**src/rtl/alu_share_arbiter.sv**
```systemverilog
// rtl/alu_share_arbiter.sv - round-robin arbiter sequencing one shared sequential ALU
// Grants one requester at a time, strobes the ALU once, and routes the accepted result back to the owner.
module alu_share_arbiter #(
   parameter int DATA_WIDTH = 8,
   parameter int N_REQ      = 4
) (
   input  logic                          i_clk,
   input  logic                          i_nrst,
   input  logic [N_REQ-1:0]              i_req_valid,
   input  logic [2*N_REQ-1:0]            i_req_op,
   input  logic [N_REQ*DATA_WIDTH-1:0]   i_req_a,
   input  logic [N_REQ*DATA_WIDTH-1:0]   i_req_b,
   output logic [N_REQ-1:0]              o_req_grant,
   output logic [N_REQ-1:0]              o_rsp_valid,
   output logic [DATA_WIDTH-1:0]         o_rsp_q,
   output logic                          o_rsp_ovf,
   output logic                          o_busy,
   output logic [DATA_WIDTH-1:0]         o_alu_a,
   output logic [DATA_WIDTH-1:0]         o_alu_b,
   output logic                          o_alu_add,
   output logic                          o_alu_sub,
   output logic                          o_alu_mul,
   output logic                          o_alu_div,
   input  logic [DATA_WIDTH-1:0]         i_alu_q,
   input  logic                          i_alu_ovf,
   input  logic                          i_alu_accept
);

   localparam int PW = (N_REQ > 1) ? $clog2(N_REQ) : 1;

   typedef enum logic [1:0] {
      IDLE  = 2'd0,
      ISSUE = 2'd1,
      WAIT  = 2'd2
   } state_t;

   state_t                  state;
   state_t                  state_nxt;
   logic [PW-1:0]           ptr;
   logic [PW-1:0]           owner;
   logic [PW-1:0]           winner;
   logic                    found;
   logic                    take;
   logic [1:0]              sel_op;
   logic [DATA_WIDTH-1:0]   sel_a;
   logic [DATA_WIDTH-1:0]   sel_b;

   // Scan ptr, ptr+1, ... with wrap at N_REQ; first valid index wins.
   always_comb begin
      int idx;
      idx    = 0;
      found  = 1'b0;
      winner = '0;
      for (int i = 0; i < N_REQ; i++) begin
         idx = int'(ptr) + i;
         if (idx >= N_REQ) idx = idx - N_REQ;
         if (!found && i_req_valid[PW'(idx)]) begin
            found  = 1'b1;
            winner = PW'(idx);
         end
      end
   end

   always_comb begin
      sel_op = '0;
      sel_a  = '0;
      sel_b  = '0;
      for (int k = 0; k < N_REQ; k++) begin
         if (PW'(k) == winner) begin
            sel_op = i_req_op[2*k +: 2];
            sel_a  = i_req_a[k*DATA_WIDTH +: DATA_WIDTH];
            sel_b  = i_req_b[k*DATA_WIDTH +: DATA_WIDTH];
         end
      end
   end

   always_ff @(posedge i_clk or negedge i_nrst) begin
      if (!i_nrst) state <= IDLE;
      else         state <= state_nxt;
   end

   always_comb begin
      state_nxt   = state;
      take        = 1'b0;
      o_req_grant = '0;
      case (state)
         IDLE: begin
            if (found) begin
               take                = 1'b1;
               o_req_grant[winner] = 1'b1;
               state_nxt           = ISSUE;
            end
         end
         ISSUE:   state_nxt = WAIT;
         WAIT:    if (i_alu_accept) state_nxt = IDLE;
         default: state_nxt = IDLE;
      endcase
   end

   assign o_busy = (state != IDLE);

   // The four strobe flops double as the captured op: they load one-hot at grant and clear after ISSUE.
   always_ff @(posedge i_clk or negedge i_nrst) begin
      if (!i_nrst) begin
         ptr         <= '0;
         owner       <= '0;
         o_alu_a     <= '0;
         o_alu_b     <= '0;
         o_alu_add   <= 1'b0;
         o_alu_sub   <= 1'b0;
         o_alu_mul   <= 1'b0;
         o_alu_div   <= 1'b0;
         o_rsp_valid <= '0;
         o_rsp_q     <= '0;
         o_rsp_ovf   <= 1'b0;
      end else begin
         o_rsp_valid <= '0;
         o_alu_add   <= 1'b0;
         o_alu_sub   <= 1'b0;
         o_alu_mul   <= 1'b0;
         o_alu_div   <= 1'b0;
         if (take) begin
            o_alu_a   <= sel_a;
            o_alu_b   <= sel_b;
            owner     <= winner;
            ptr       <= (winner == PW'(N_REQ-1)) ? '0 : winner + 1'b1;
            o_alu_add <= (sel_op == 2'b00);
            o_alu_sub <= (sel_op == 2'b01);
            o_alu_mul <= (sel_op == 2'b10);
            o_alu_div <= (sel_op == 2'b11);
         end
         if (state == WAIT && i_alu_accept) begin
            o_rsp_valid[owner] <= 1'b1;
            o_rsp_q            <= i_alu_q;
            o_rsp_ovf          <= i_alu_ovf;
         end
      end
   end

endmodule

```
**config.mk**
```make
export PLATFORM = sky130hd
export DESIGN_NAME = alu_share_arbiter
export DESIGN_NICKNAME = d
export VERILOG_FILES = /design/src/rtl/alu_share_arbiter.sv
export SDC_FILE = /design/constraint.sdc
export NUM_CORES = 1
export LEC_CHECK = 0
export CAP_MARGIN = 20
export CORE_MARGIN = 8
export CORE_UTILIZATION = 35
export CTS_BUF_LIST = sky130_fd_sc_hd__clkbuf_4
export DETAILED_ROUTE_END_ITERATION = 7
export GPL_TIMING_DRIVEN = 1
export PLACE_DENSITY = 0.78
export SLEW_MARGIN = 40
export SYNTH_ARGS = -nofsm -noshare
export SYNTH_HDL_FRONTEND = slang
export SYNTH_SLANG_ARGS = --single-unit
```
**constraint.sdc**
```tcl
create_clock -name i_clk -period 2.22 [get_ports i_clk]
set_input_delay 0.444 -clock i_clk [delete_from_list [all_inputs] [get_ports i_clk]]
set_output_delay 0.444 -clock i_clk [all_outputs]
set_load 0.005 [all_outputs]
```
== Word level (Yosys, flattened, before mapping) ==
Index checks and enable logic that the tools add are counted.
W data, S select, Z words.
Word-level totals
  bits in registers: 39
  output and inout bits: 38
  input port bits: 88
Cells by class
  multiplexer cells: 53
  reduce and logical (&&, ||, !) cells: 14
  magnitude comparators: 12
  add/sub/neg operators: 8
  equal/unequal tests: 11
Operator list (number)
  $mux W8: 8
  $mux W2: 15
  $mux W1: 20
  $lt A2 B4 Y1 const B: 4
  $mux W4: 3
  $ge A3 B3 Y1 const B: 3
  $bmux W1 S2: 4
  $eq A2 B2 Y1 const B: 4
  $sub A2 B1 Y2 const B: 4
  $add A2 B2 Y3 const B: 2
  $logic_and A1 B1 Y1: 6
  $logic_not A2 Y1: 3
  $lt A2 B3 Y1 const B: 2
  $pmux W2 S3: 1
  $demux W1 S2: 2
  $eq A2 B1 Y1 const B: 2
  $eq A2 B2 Y1 const A: 2
  $ge A2 B1 Y1 const B: 2
  $ne A2 B2 Y1 const B: 2
  $add A2 B1 Y3 const B: 1
  $ge A2 B3 Y1 const B: 1
  $logic_not A1 Y1: 3
  $add A2 B1 Y2 const B: 1
  $eq A1 B2 Y1 const A: 1
  2 further kinds: 2

== Depth between registers and ports, before layout ==
  depth in word-level cells: 22
  depth in mapped cells: 11
  gate-level depth less buffers: 9

== Least setup slack after synthesis ==
No wires, ideal clock.
  kind: input -> output
  start: in i_req_valid[0]
  end: out o_req_grant[2]
  stages: 8
  data required time: 1.776 ns
  slack: 0.040 ns
  arrival: 1.736 ns
  buffers on the path: 2
  cells stage by stage: a21o_2 a21oi_1 o22ai_1 inv_1 ha_1 buf_2 clkbuf_1 and2_4
On the way
  word-level cells in the longest chain between the ends: 19
  elaborated cells between the ends (all ways): 33
  classes of those cells: order compare (2); mux (24); reduce/logical (7)
RTL lines
  start: declaration: RTL line 9  | input logic [N_REQ-1:0] i_req_valid,
  $bmux W1 S2: RTL line 57  | if (!found && i_req_valid[PW'(idx)]) begin
  $mux W1 (implied by the code) (2 in a row): RTL line 57
  $mux W1: RTL line 57
  $logic_not A1 Y1: RTL line 57
  $logic_and A1 B1 Y1: RTL line 57
  $mux W1: RTL line 57
  $logic_not A1 Y1: RTL line 57
  $logic_and A1 B1 Y1: RTL line 57
  [... 3 more ...]
  $mux W2 *: RTL line 57
  via winner[1]: RTL line 41  | logic [PW-1:0] winner;
  $lt A2 B3 Y1 (implied by the code) or $ge A2 B1 Y1 (tied branches): RTL line 90  | o_req_grant[winner] = 1'b1;
  $logic_and A1 B1 Y1 (implied by the code): RTL line 90
  $mux W1 (implied by the code): RTL line 90
  $demux W1 S2 *: RTL line 90
  $mux W4 *: RTL line 88  | if (found) begin
  $mux W4 *: RTL line 86  | case (state)
  end: declaration: RTL line 13  | output logic [N_REQ-1:0] o_req_grant,
Mark *: on every way through the listed nets, which the timed path passes. The rest lies on a longest branch. The select of a mux whose other input is x is not followed.

== Final worst setup path ==
  start: reg ptr[0]
  end: out o_req_grant[1]
On the way
  word-level cells in the longest chain between the ends: 21
  elaborated cells between the ends (all ways): 48
  classes of those cells: add/sub (7); order compare (6); mux (28); reduce/logical (7)
RTL lines
  start: declaration: RTL line 39  | logic [PW-1:0] ptr;
  start signal: assignment: RTL line 126  | ptr <= (winner == PW'(N_REQ-1)) ? '0 : winner + 1'b1;
  branches (longest 14 deep; another with $add A2 B1 Y3)
  $mux W2 *: RTL line 57
  via winner[0]: RTL line 41
  $lt A2 B3 Y1 (implied by the code) or $ge A2 B1 Y1 (tied branches): RTL line 90
  $logic_and A1 B1 Y1 (implied by the code): RTL line 90
  $mux W1 (implied by the code): RTL line 90
  $demux W1 S2 *: RTL line 90
  $mux W4 *: RTL line 88
  $mux W4 *: RTL line 86
Mark *: on every way through the listed nets, which the timed path passes. The select of a mux whose other input is x is not followed.

==> impl_metrics.env <==
export IMPL_status="finished, violations left"
export IMPL_failed_checks="setup timing"
export IMPL_place_ws_ns=-0.713
export IMPL_drt_iter0_drc=86
export IMPL_synth_ff_type="dfrtp_1"
export IMPL_dieWidth_um=94.2
export IMPL_p_leak_nw=1.72
export IMPL_diodes=0
export IMPL_ys_top_cells_by_count="dfrtp_1 (39), a21oi_1 (36), nand2_1 (34)"
export IMPL_synth_most_common_cell="dfrtp_1"
export IMPL_ctsHoldBuffers=0
export IMPL_fin_area_um2=3850
export IMPL_slowest_delay_ns=0.48
export IMPL_num_rows=28
export IMPL_cts_buffers=5
export IMPL_fillers=495
export IMPL_coreArea_um2=5920
export IMPL_multi_input_area_um2=1100
export IMPL_worst_pin_slew_ns=0.610
export IMPL_cp_end_kind="output pin"
export IMPL_relSlewSlack_pct=59.3
export IMPL_initial_core_util_pct=36.2
export IMPL_synth_area_leaders="dfrtp_1 (46%), a21oi_1 (8.4%), a221oi_1 (6.5%)"
export IMPL_hold_viol_final=0
export IMPL_power_total_mw=4.75
export IMPL_synth_xor_area_share_pct=0
export IMPL_synthSimpleGateAreaFrac_pct=15.2
export IMPL_drt_total_wl_um=7940
export IMPL_netlist_area_um2=2140
export IMPL_synth_top_family_by_area="compound AO/OA/AOI/OAI gates"
export IMPL_layout_drive_gt1_share_pct=19.1
export IMPL_grt_pass1_vias=2450
export IMPL_path_max_fanout=4
export IMPL_ctsLongestPathBuffers=2
export IMPL_power_density_nw_per_um2=1230
export IMPL_die_area_um2=8880
export IMPL_wl_per_cell_um=17.4
export IMPL_r2r_start="ptr[0]"
export IMPL_clock_root_buffer="clkbuf_4"
export IMPL_crit_top_cell="and2_4"
export IMPL_crit_buf_inv=2
export IMPL_netlist_instances=238
export IMPL_worst_ep_required_time_ns=1.78
export IMPL_placed_cell_area_um2=3570
export IMPL_path_delay_family="flip-flops"
export IMPL_grt_pass1_wl_um=12300
export IMPL_finalCritPeriodShare_pct=103
export IMPL_slew_viol_final=0
export IMPL_cp_start_kind="register"
export IMPL_maxCapViolations=0
export IMPL_rsz0062_at_grt="yes"
export IMPL_hpwlAfterDp_um=5930
export IMPL_via_per_inst=5.08
export IMPL_ys_seq_elements=39
export IMPL_synth_fa_ha_area_share_pct=2.34
export IMPL_worst_slack_ns=-0.0555
export IMPL_grt_overflow_total=0
export IMPL_crit_slowest_cell="dfrtp_2"
export IMPL_cp_cell_sequence="buf_12 -> o221ai_4 -> o21ai_4 -> and2_4 -> ha_4 -> and2_4 -> clkbuf_2"
export IMPL_syn_num_nets=330
export IMPL_avgSynthCellArea_um2=9.00
export IMPL_synth_compound_area_share_pct=26.5
export IMPL_fin_nets=473
export IMPL_place_port_buffers=125
export IMPL_synth_edf_count=0
export IMPL_synth_distinct_cells=37
export IMPL_firstDrtPassIters=5
export IMPL_cts_tree="yes"
export IMPL_clkLatencyLatePin_ns=0.34
export IMPL_ir_drop_v=0.000633
export IMPL_async_flop_share_pct=100
export IMPL_grtUsageTotal_pct=17.6
export IMPL_antenna_found_initial=0
export IMPL_fin_worst_skew_ns=0.00214
export IMPL_cts_sinks=39
export IMPL_path_clk_slew_ns=0.11
export IMPL_die_h_um=94.2
export IMPL_synth_top_area_share_pct=45.6
export IMPL_setup_violations_final=5
export IMPL_syn_to_final_growth_pct=80.0
export IMPL_seq_area_um2=977
export IMPL_max_freq_mhz=439
export IMPL_criticalPathCategory="reg -> out"
export IMPL_min_path_type="in -> async"
export IMPL_worstSetupStartpoint="ptr[0]"
export IMPL_vias=2320
export IMPL_grt_max_degree=37
export IMPL_postRouteAntennaNets=0
export IMPL_synth_warnings=0
export IMPL_arrival_ns=1.83
export IMPL_io_pins=126
export IMPL_place_congestion=0.753
export IMPL_synth_area_leader_cell="dfrtp_1"
export IMPL_cts_htree_levels=2
export IMPL_final_min_clock_period_ns=2.28
export IMPL_drt_drc_violations_left=0
export IMPL_synth_mux_area_share_pct=0.993
export IMPL_ys_seq_area_share_pct=45.6
[path summary, 6_finish.rpt]
kind / to / slack [ns] / depth (start not counted)
min in group i_clk: o_rsp_q[7] / 0.49 / 2
max in group asynchronous: o_alu_b[0] / 1.58 / 2
min: o_rsp_q[1] / 0.1 / 1
min reg2reg: o_rsp_q[7] / 0.49 / 2
max: o_req_grant[1] / -0.06 / 7
max reg2reg: o_alu_add / 0 / 9
[power by group]
part / internal, mW / total [mW] / switching [mW] / leakage [nW]
registers: 1.03 / 1.23 / 0.193 / 0.477
clock network: 0.364 / 0.598 / 0.234 / 0.0559
logic: 1.60 / 2.92 / 1.32 / 1.19
total: 3.00 / 4.75 / 1.75 / 1.72
[cell usage in the layout (no fill, tap or decap), types with 2 or more instances in the layout]
cell,Yosys,final
a211o_1,15,15
a21oi_1,36,33
a21oi_2,0,2
a221oi_1,16,16
and2_4,2,4
buf_2,7,2
buf_4,1,23
buf_6,4,5
buf_8,0,2
bufinv_16,0,2
clkbuf_4,0,6
clkdlybuf4s50_1,0,116
dfrtp_1,39,38
dlygate4sd2_1,0,3
ha_4,0,4
inv_1,23,19
inv_2,1,5
nand2_1,34,33
nor2_1,21,21
nor3_1,2,2
nor3b_1,2,2
o21ai_0,3,2
o22ai_4,0,2
[what timing repair did]
action                                  4_1_cts  5_1_grt
endpoints found under the setup margin       24       24
pin swaps                                     2        5
endpoints found under the hold margin         0        0
cloned                                        0        0
gates resized for setup                      33       26
setup buffers                                 3        1
[worst register-to-register path, cell delays in order (launching register included)]
cell	delay, ns
dfrtp_2	0.48
buf_12	0.15
o221ai_4	0.15
o21ai_4	0.11
and2_4	0.19
ha_4	0.17
buf_4	0.16
a221o_1	0.33
a22oi_2	0.21
nor3b_2	0.20
[cell type report]
type                            count  area share, %
Inverter                           24           2.34
Sequential cell                    39           25.3
Clock inverter                      2           1.56
Timing Repair Buffer              154           38.7
Tap cell                           75           2.43
Multi-Input combinational cell    157           28.5
Clock buffer                        6           1.17
[cell families after synthesis]
| group | Yosys count |
|---|---|
| multiplexers | 2 |
| buffers and inverters | 42 |
| flip-flops | 39 |
| adder cells (fa/ha/maj) | 4 |
| AND/OR/NAND/NOR | 71 |
| AO/OA/AOI/OAI | 80 |
[registers in the layout (all words and copies together), names as in the netlist]
register and count:
o_rsp_valid 4, o_alu_sub 1, o_rsp_q 8, state 2, o_alu_add 1, o_alu_a 8, o_alu_b 8, ptr 2
owner 2, o_rsp_ovf 1, o_alu_div 1, o_alu_mul 1
[per-stage QoR]
step | setup TNS, ns | util (%) | hold WS, ns | std cells
floorplan | 0 | - | 0.148 | 238
global placement | -14.42 | 60.2 | 0.457 | 446
detailed placement | -15.07 | 60.2 | 0.472 | 446
CTS | -0.0811 | 62.7 | 0.104 | 456
global route | -1.45 | 65.1 | 0.127 | 457
finish | -0.185 | 65.1 | 0.0982 | 457
[layer usage]
metal / global-route usage [%] / up-vias / share of wire, %
met5: 0 / - / 0
met4: 4.49 / 0 / 1.2
met3: 6.71 / 10 / 10
met2: 30.1 / 104 / 47
met1: 19.8 / 1096 / 41
li1: - / 1110 / -
Note: power is estimated with default switching activity, not from simulation.
